[config.mk]
export PLATFORM = sky130hd
export DESIGN_NAME = mul4_fitness_scorer
export DESIGN_NICKNAME = d
export VERILOG_FILES = /design/src/rtl/mul4_fitness_scorer_pkg.sv /design/src/rtl/mul4_fitness_scorer_mul.sv /design/src/rtl/mul4_fitness_scorer.sv
export SDC_FILE = /design/constraint.sdc
export NUM_CORES = 1
export LEC_CHECK = 0
export ABC_AREA = 1
export CAP_MARGIN = 10
export CORE_MARGIN = 1.5
export CORE_UTILIZATION = 50
export DETAILED_ROUTE_END_ITERATION = 8
export PLACE_DENSITY = 0.78
export RECOVER_POWER = 25
export SLEW_MARGIN = 40
export SYNTH_ARGS = -nofsm -noshare
export SYNTH_HDL_FRONTEND = slang
export SYNTH_HIERARCHICAL = 1
export SYNTH_SLANG_ARGS = --single-unit
[constraint.sdc]
create_clock -name clk -period 8.31 [get_ports clk]
set_input_delay 1.662 -clock clk [delete_from_list [all_inputs] [get_ports clk]]
set_output_delay 1.662 -clock clk [all_outputs]
set_load 0.01 [all_outputs]
[src/rtl/mul4_fitness_scorer_pkg.sv]
// Shared types and constants for the multiplier fitness scorer.
package mul4_fitness_scorer_pkg;

    localparam int          WORD_W            = 16;
    localparam int          VEC_W             = 64;
    localparam logic [31:0] LFSR_POLY_DEFAULT = 32'h80200003;

    typedef enum logic [2:0] {
        S_IDLE,
        S_GEN_A,
        S_GEN_B,
        S_MUL,
        S_CMP,
        S_DONE
    } state_t;

    // Right-shifting Galois step: taps applied when the bit shifted out is 1.
    function automatic logic [31:0] lfsr_step(input logic [31:0] s, input logic [31:0] poly);
        return s[0] ? ({1'b0, s[31:1]} ^ poly) : {1'b0, s[31:1]};
    endfunction

endpackage

[src/rtl/mul4_fitness_scorer_mul.sv]
// Golden 32x32 unsigned shift-add multiplier, one multiplier bit per cycle, LSB first.
module mul32_shift_add
    import mul4_fitness_scorer_pkg::*;
(
    input  logic             clk,
    input  logic             rst,
    input  logic             start,
    input  logic [31:0]      a,
    input  logic [31:0]      b,
    output logic             done,
    output logic [VEC_W-1:0] product
);

    logic [VEC_W-1:0] mcand;
    logic [31:0]      mplier;
    logic [4:0]       cnt;
    logic             running;

    // Bit 0 is consumed in the start cycle, so the product is final when done rises,
    // 32 cycles after start.
    always_ff @(posedge clk or posedge rst) begin
        if (rst) begin
            product <= '0;
            mcand   <= '0;
            mplier  <= '0;
            cnt     <= '0;
            running <= 1'b0;
            done    <= 1'b0;
        end else begin
            done <= 1'b0;
            if (start) begin
                product <= b[0] ? {32'b0, a} : '0;
                mcand   <= {31'b0, a, 1'b0};
                mplier  <= {1'b0, b[31:1]};
                cnt     <= 5'd1;
                running <= 1'b1;
            end else if (running) begin
                if (mplier[0]) begin
                    product <= product + mcand;
                end
                mcand  <= mcand << 1;
                mplier <= {1'b0, mplier[31:1]};
                cnt    <= cnt + 5'd1;
                if (cnt == 5'd31) begin
                    running <= 1'b0;
                    done    <= 1'b1;
                end
            end
        end
    end

endmodule

[src/rtl/mul4_fitness_scorer.sv]
// Scores a combinational 32x32 multiplier candidate against a golden shift-add model.
// state  | meaning
// IDLE   | waiting for start
// GEN_A  | step LFSR, load operand a
// GEN_B  | step LFSR, load operand b, launch golden multiply
// MUL    | golden multiply in progress (32 cycles)
// CMP    | score candidate result, count down vectors
// DONE   | one-cycle completion pulse
module mul4_fitness_scorer
    import mul4_fitness_scorer_pkg::*;
#(
    parameter logic [31:0] LFSR_POLY = LFSR_POLY_DEFAULT
) (
    input  logic              clk,
    input  logic              rst,
    input  logic              start,
    input  logic [15:0]       num_vectors,
    input  logic [31:0]       seed,
    output logic [WORD_W-1:0] a1,
    output logic [WORD_W-1:0] a0,
    output logic [WORD_W-1:0] b1,
    output logic [WORD_W-1:0] b0,
    input  logic [WORD_W-1:0] y3,
    input  logic [WORD_W-1:0] y2,
    input  logic [WORD_W-1:0] y1,
    input  logic [WORD_W-1:0] y0,
    output logic              busy,
    output logic              done,
    output logic [31:0]       score,
    output logic [15:0]       exact_count
);

    state_t           state, state_nxt;
    logic [31:0]      lfsr, lfsr_nxt;
    logic [31:0]      a_reg, b_reg;
    logic [15:0]      remaining;
    logic [VEC_W-1:0] y, product, match;
    logic [6:0]       match_cnt;
    logic             mul_start, mul_done;

    assign lfsr_nxt = lfsr_step(lfsr, LFSR_POLY);
    assign y        = {y3, y2, y1, y0};
    assign match    = ~(y ^ product);
    assign {a1, a0} = a_reg;
    assign {b1, b0} = b_reg;

    always_comb begin
        match_cnt = '0;
        for (int i = 0; i < VEC_W; i++) begin
            match_cnt = match_cnt + {6'b0, match[i]};
        end
    end

    // The multiplier takes b straight from the LFSR step so it can start during GEN_B.
    mul32_shift_add u_mul (
        .clk     (clk),
        .rst     (rst),
        .start   (mul_start),
        .a       (a_reg),
        .b       (lfsr_nxt),
        .done    (mul_done),
        .product (product)
    );

    always_ff @(posedge clk or posedge rst) begin
        if (rst) begin
            state <= S_IDLE;
        end else begin
            state <= state_nxt;
        end
    end

    always_comb begin
        state_nxt = state;
        mul_start = 1'b0;
        busy      = 1'b1;
        done      = 1'b0;
        case (state)
            S_IDLE: begin
                busy = 1'b0;
                if (start) begin
                    state_nxt = (num_vectors == 16'd0) ? S_DONE : S_GEN_A;
                end
            end
            S_GEN_A: state_nxt = S_GEN_B;
            S_GEN_B: begin
                mul_start = 1'b1;
                state_nxt = S_MUL;
            end
            S_MUL: begin
                if (mul_done) begin
                    state_nxt = S_CMP;
                end
            end
            S_CMP: state_nxt = (remaining == 16'd1) ? S_DONE : S_GEN_A;
            S_DONE: begin
                done      = 1'b1;
                state_nxt = S_IDLE;
            end
            default: state_nxt = S_IDLE;
        endcase
    end

    always_ff @(posedge clk or posedge rst) begin
        if (rst) begin
            lfsr        <= '0;
            a_reg       <= '0;
            b_reg       <= '0;
            remaining   <= '0;
            score       <= '0;
            exact_count <= '0;
        end else begin
            case (state)
                S_IDLE: begin
                    if (start) begin
                        lfsr        <= (seed == 32'h0) ? 32'h1 : seed;
                        remaining   <= num_vectors;
                        score       <= '0;
                        exact_count <= '0;
                    end
                end
                S_GEN_A: begin
                    lfsr  <= lfsr_nxt;
                    a_reg <= lfsr_nxt;
                end
                S_GEN_B: begin
                    lfsr  <= lfsr_nxt;
                    b_reg <= lfsr_nxt;
                end
                S_CMP: begin
                    score     <= score + {25'b0, match_cnt};
                    remaining <= remaining - 16'd1;
                    if (y == product) begin
                        exact_count <= exact_count + 16'd1;
                    end
                end
                default: ;
            endcase
        end
    end

endmodule
==> results.cfg <==
[cts]
postCtsHoldBufs = 0
h-tree-depth = 2
cts_setup_buffers = 0
clockRootBuffer = clkbuf_16
path_clk_slew_ns = 0.06
cts.sinks = 328
clockBufferDepth = 3
insertion_delay_ns = 0.58
cts_tree = yes
numCtsBuffers = 39

[worst_setup_path]
cp-start-kind = input port
setup.worst_path.end_class = flip-flop
crit_slowest_cell = fa_1
rr_worst_depth = 25
required_ns = 8.76
arrival_ns = 8.40
r2r_slack_ns = 1.31
critical_path_class = input port to flip-flop
reg2reg_to = score[18]$_DFFE_PP0P_
crit_chain = clkdlybuf4s50_1, xor2_1, buf_4, inv_1, fa_1, fa_1, inv_1, fa_1, fa_1, fa_1, fa_1, fa_1, fa_1, fa_2, fa_1, inv_1, nand2_1, a21oi_2, a21oi_1, o21ai_1, buf_4, nand3_1, o21ai_1, inv_1
slowest_delay_ns = 0.57
r2r-start = u_mul/product[20]$_DFFE_PP0P_
cp_common_cell = fa_1
cp_max_fo = 5

[final_layout]
top_register = u_mul/product
largest_register_ff_count = 64
drive_gt1_frac = 0.05153
area_delta_synth_final_pct = 18.80
fillerInstances = 4347
layout.nets = 3925
final_cells = 4305
reg_top3 = u_mul/product x64, u_mul/mcand x63

[logic_synthesis]
synth.net_count = 3692
synthMostInstantiatedCell = nand2_1
syn_avg_cell_area_um2 = 6.828
synthCells = 3426
async_reset_ff_frac = 1.000
synth_area_um2 = 23390
synth-edff-count = 0
ys_top_cells_by_count = nand2_1 (1095), inv_1 (655), dfrtp_1 (328), nor2_1 (281), nand3_1 (222)
yosys.area.top_type_share = 0.3509
synth-seq-cells = 328
synth_seq_area_share = 0.3509
synth_area_leaders = dfrtp_1 (35%), nand2_1 (18%), inv_1 (11%), ha_1 (5.0%), fa_1 (4.9%)
ys_warn_count = 6
synth_ff_type = dfrtp_1
synth_cell_types = 47
synth_top_area_cell = dfrtp_1

[timing]
hold_violations = 0
whs_ns = 0.4828
final.min_clock_period_ns = 7.958
finalSetupTns_ns = 0
relSlewSlack = -1.646
drv_slew = 374
period_share = 0.9577
tightest_slew_ns = 3.970
fin_skew_ns = 0.02897
setup_viol = 0
fmax_mhz = 125.7
rsz0062_at_grt = false

[floorplanning]
die_w_um = 219.3
ios = 229
initial_core_util = 0.5046
die_h_um = 219.3
core_um2 = 46360
rows = 79
die_area_um2 = 48090

[grt]
grt_max_degree = 106
grt_util_all_layers = 0.3142
antenna_found_initial = 10
grt_pass1_wl_um = 117500
overflow = 0
grt_pass1_vias = 21680

[min_path]
hold_path_end = u_mul/mplier[19]$_DFFE_PP0P_
hold_depth = 2
min-delay-start = u_mul/mplier[20]$_DFFE_PP0P_
min_path_type = flip-flop to flip-flop

[placed_design]
dp_hpwl_um = 57990
place_inst = 4224
io_buffer_count = 228
place_congestion = 1.032

[detailed_routing]
vias = 22590
drt-initial-drc-count = 2102
wirelength_um = 74770
drt_first_pass_iters = 6
vias_per_cell = 5.248
drc = 0
ant_nets = 0
wl_per_cell_um = 17.37

[job]
cap_violations = 6

[status]
status = finished with violations
violations = max-capacitance violations, max-slew violations
==> critical path: cells and delay by family <==
family | cells | cell delay, ns
XOR/XNOR | 1 | 0.16
AND/OR/NAND/NOR | 2 | 0.16
AO/OA/AOI/OAI | 4 | 0.62
adder cells (fa/ha/maj) | 10 | 4.75
buffers and inverters | 7 | 1.05
==> placed cells by master (no fill, tap or decap), types with 11 or more instances in the layout <==
cell type / synthesis / final
diode_2: 0 / 11
a21oi_1: 93 / 92
ha_1: 94 / 94
dfrtp_1: 328 / 328
nand2_2: 13 / 14
buf_4: 3 / 44
clkbuf_1: 46 / 13
clkdlybuf4s50_1: 0 / 226
o22ai_1: 33 / 33
nor2_2: 20 / 19
xor2_1: 47 / 45
o21ai_1: 15 / 15
or2_2: 16 / 16
fa_1: 57 / 56
nor2_1: 281 / 281
nand2_1: 1095 / 1094
a31oi_1: 19 / 19
nand4_1: 25 / 25
nor3_1: 24 / 24
o211ai_1: 13 / 13
clkbuf_16: 0 / 39
o21ai_0: 185 / 184
inv_1: 655 / 651
o221ai_1: 36 / 36
nand3_1: 222 / 222
==> kinds of logic (layout without fill, tap and decap cells) <==
group,count (synthesis),count (layout),synth area share
buffers and inverters,751,1012,0.1228
and+or+nand+nor,1730,1730,0.3065
other,0,11,0
xor gates and xnor gates,57,57,0.02134
adders and majority gates,151,151,0.09906
DFF,328,328,0.3509
AOI/OAI and AO/OA,409,409,0.09938
==> worst max path at each step <==
stage,start,endpoint,slack [ns],depth (start not counted)
2_1_floorplan,y1[4],score[18]$_DFFE_PP0P_,0.38,25
3_3_place_gp,y1[8],score[18]$_DFFE_PP0P_,-0.42,26
3_5_place_dp,y1[8],score[18]$_DFFE_PP0P_,-0.55,26
4_1_cts,y1[8],score[18]$_DFFE_PP0P_,0.03,26
5_1_grt,y3[10],score[18]$_DFFE_PP0P_,0.04,24
6_report,y3[12],score[18]$_DFFE_PP0P_,0.35,24
==> final cells by class <==
class	instances	area [um2]	area share
clock buffers	52	1065	0.03832
flip-flops and latches	328	8208	0.2954
inverters	663	2491	0.08964
clock inverters	17	207.7	0.007474
repair buffers	280	2680	0.09644
multi-input cells	2347	12350	0.4444
well taps	607	759.5	0.02733
diodes	11	27.53	0.0009905
==> repair_timing <==
item / in CTS / in global routing
endpoints found under the setup margin: 0 / 12
endpoints found under the hold margin: 0 / 0
resized for setup: 0 / 6
==> per-layer routing <==
layer  wire length [um]  up-vias  track usage
met5                  0        -            0
met4               2777        0       0.1226
met3               5551      134      0.04920
met2              33530      783       0.4938
met1              32910    10570       0.4345
li1                   -    11110            -
==> through the flow <==
| step | cell area [um2] | util | setup slack [ns] |
|---|---|---|---|
| CTS | 27750 | 0.5987 | 0.02809 |
| detailed placement | 26480 | 0.5712 | -0.5519 |
| floorplan | 23390 | - | 0.3824 |
| global route | 27780 | 0.5993 | 0.03615 |
| finish | 27790 | 0.5994 | 0.3516 |
| global placement | 26450 | 0.5705 | -0.4218 |
Power is not shown: default switching activity piles up to over one toggle a cycle in this logic, so the estimate is an artifact.
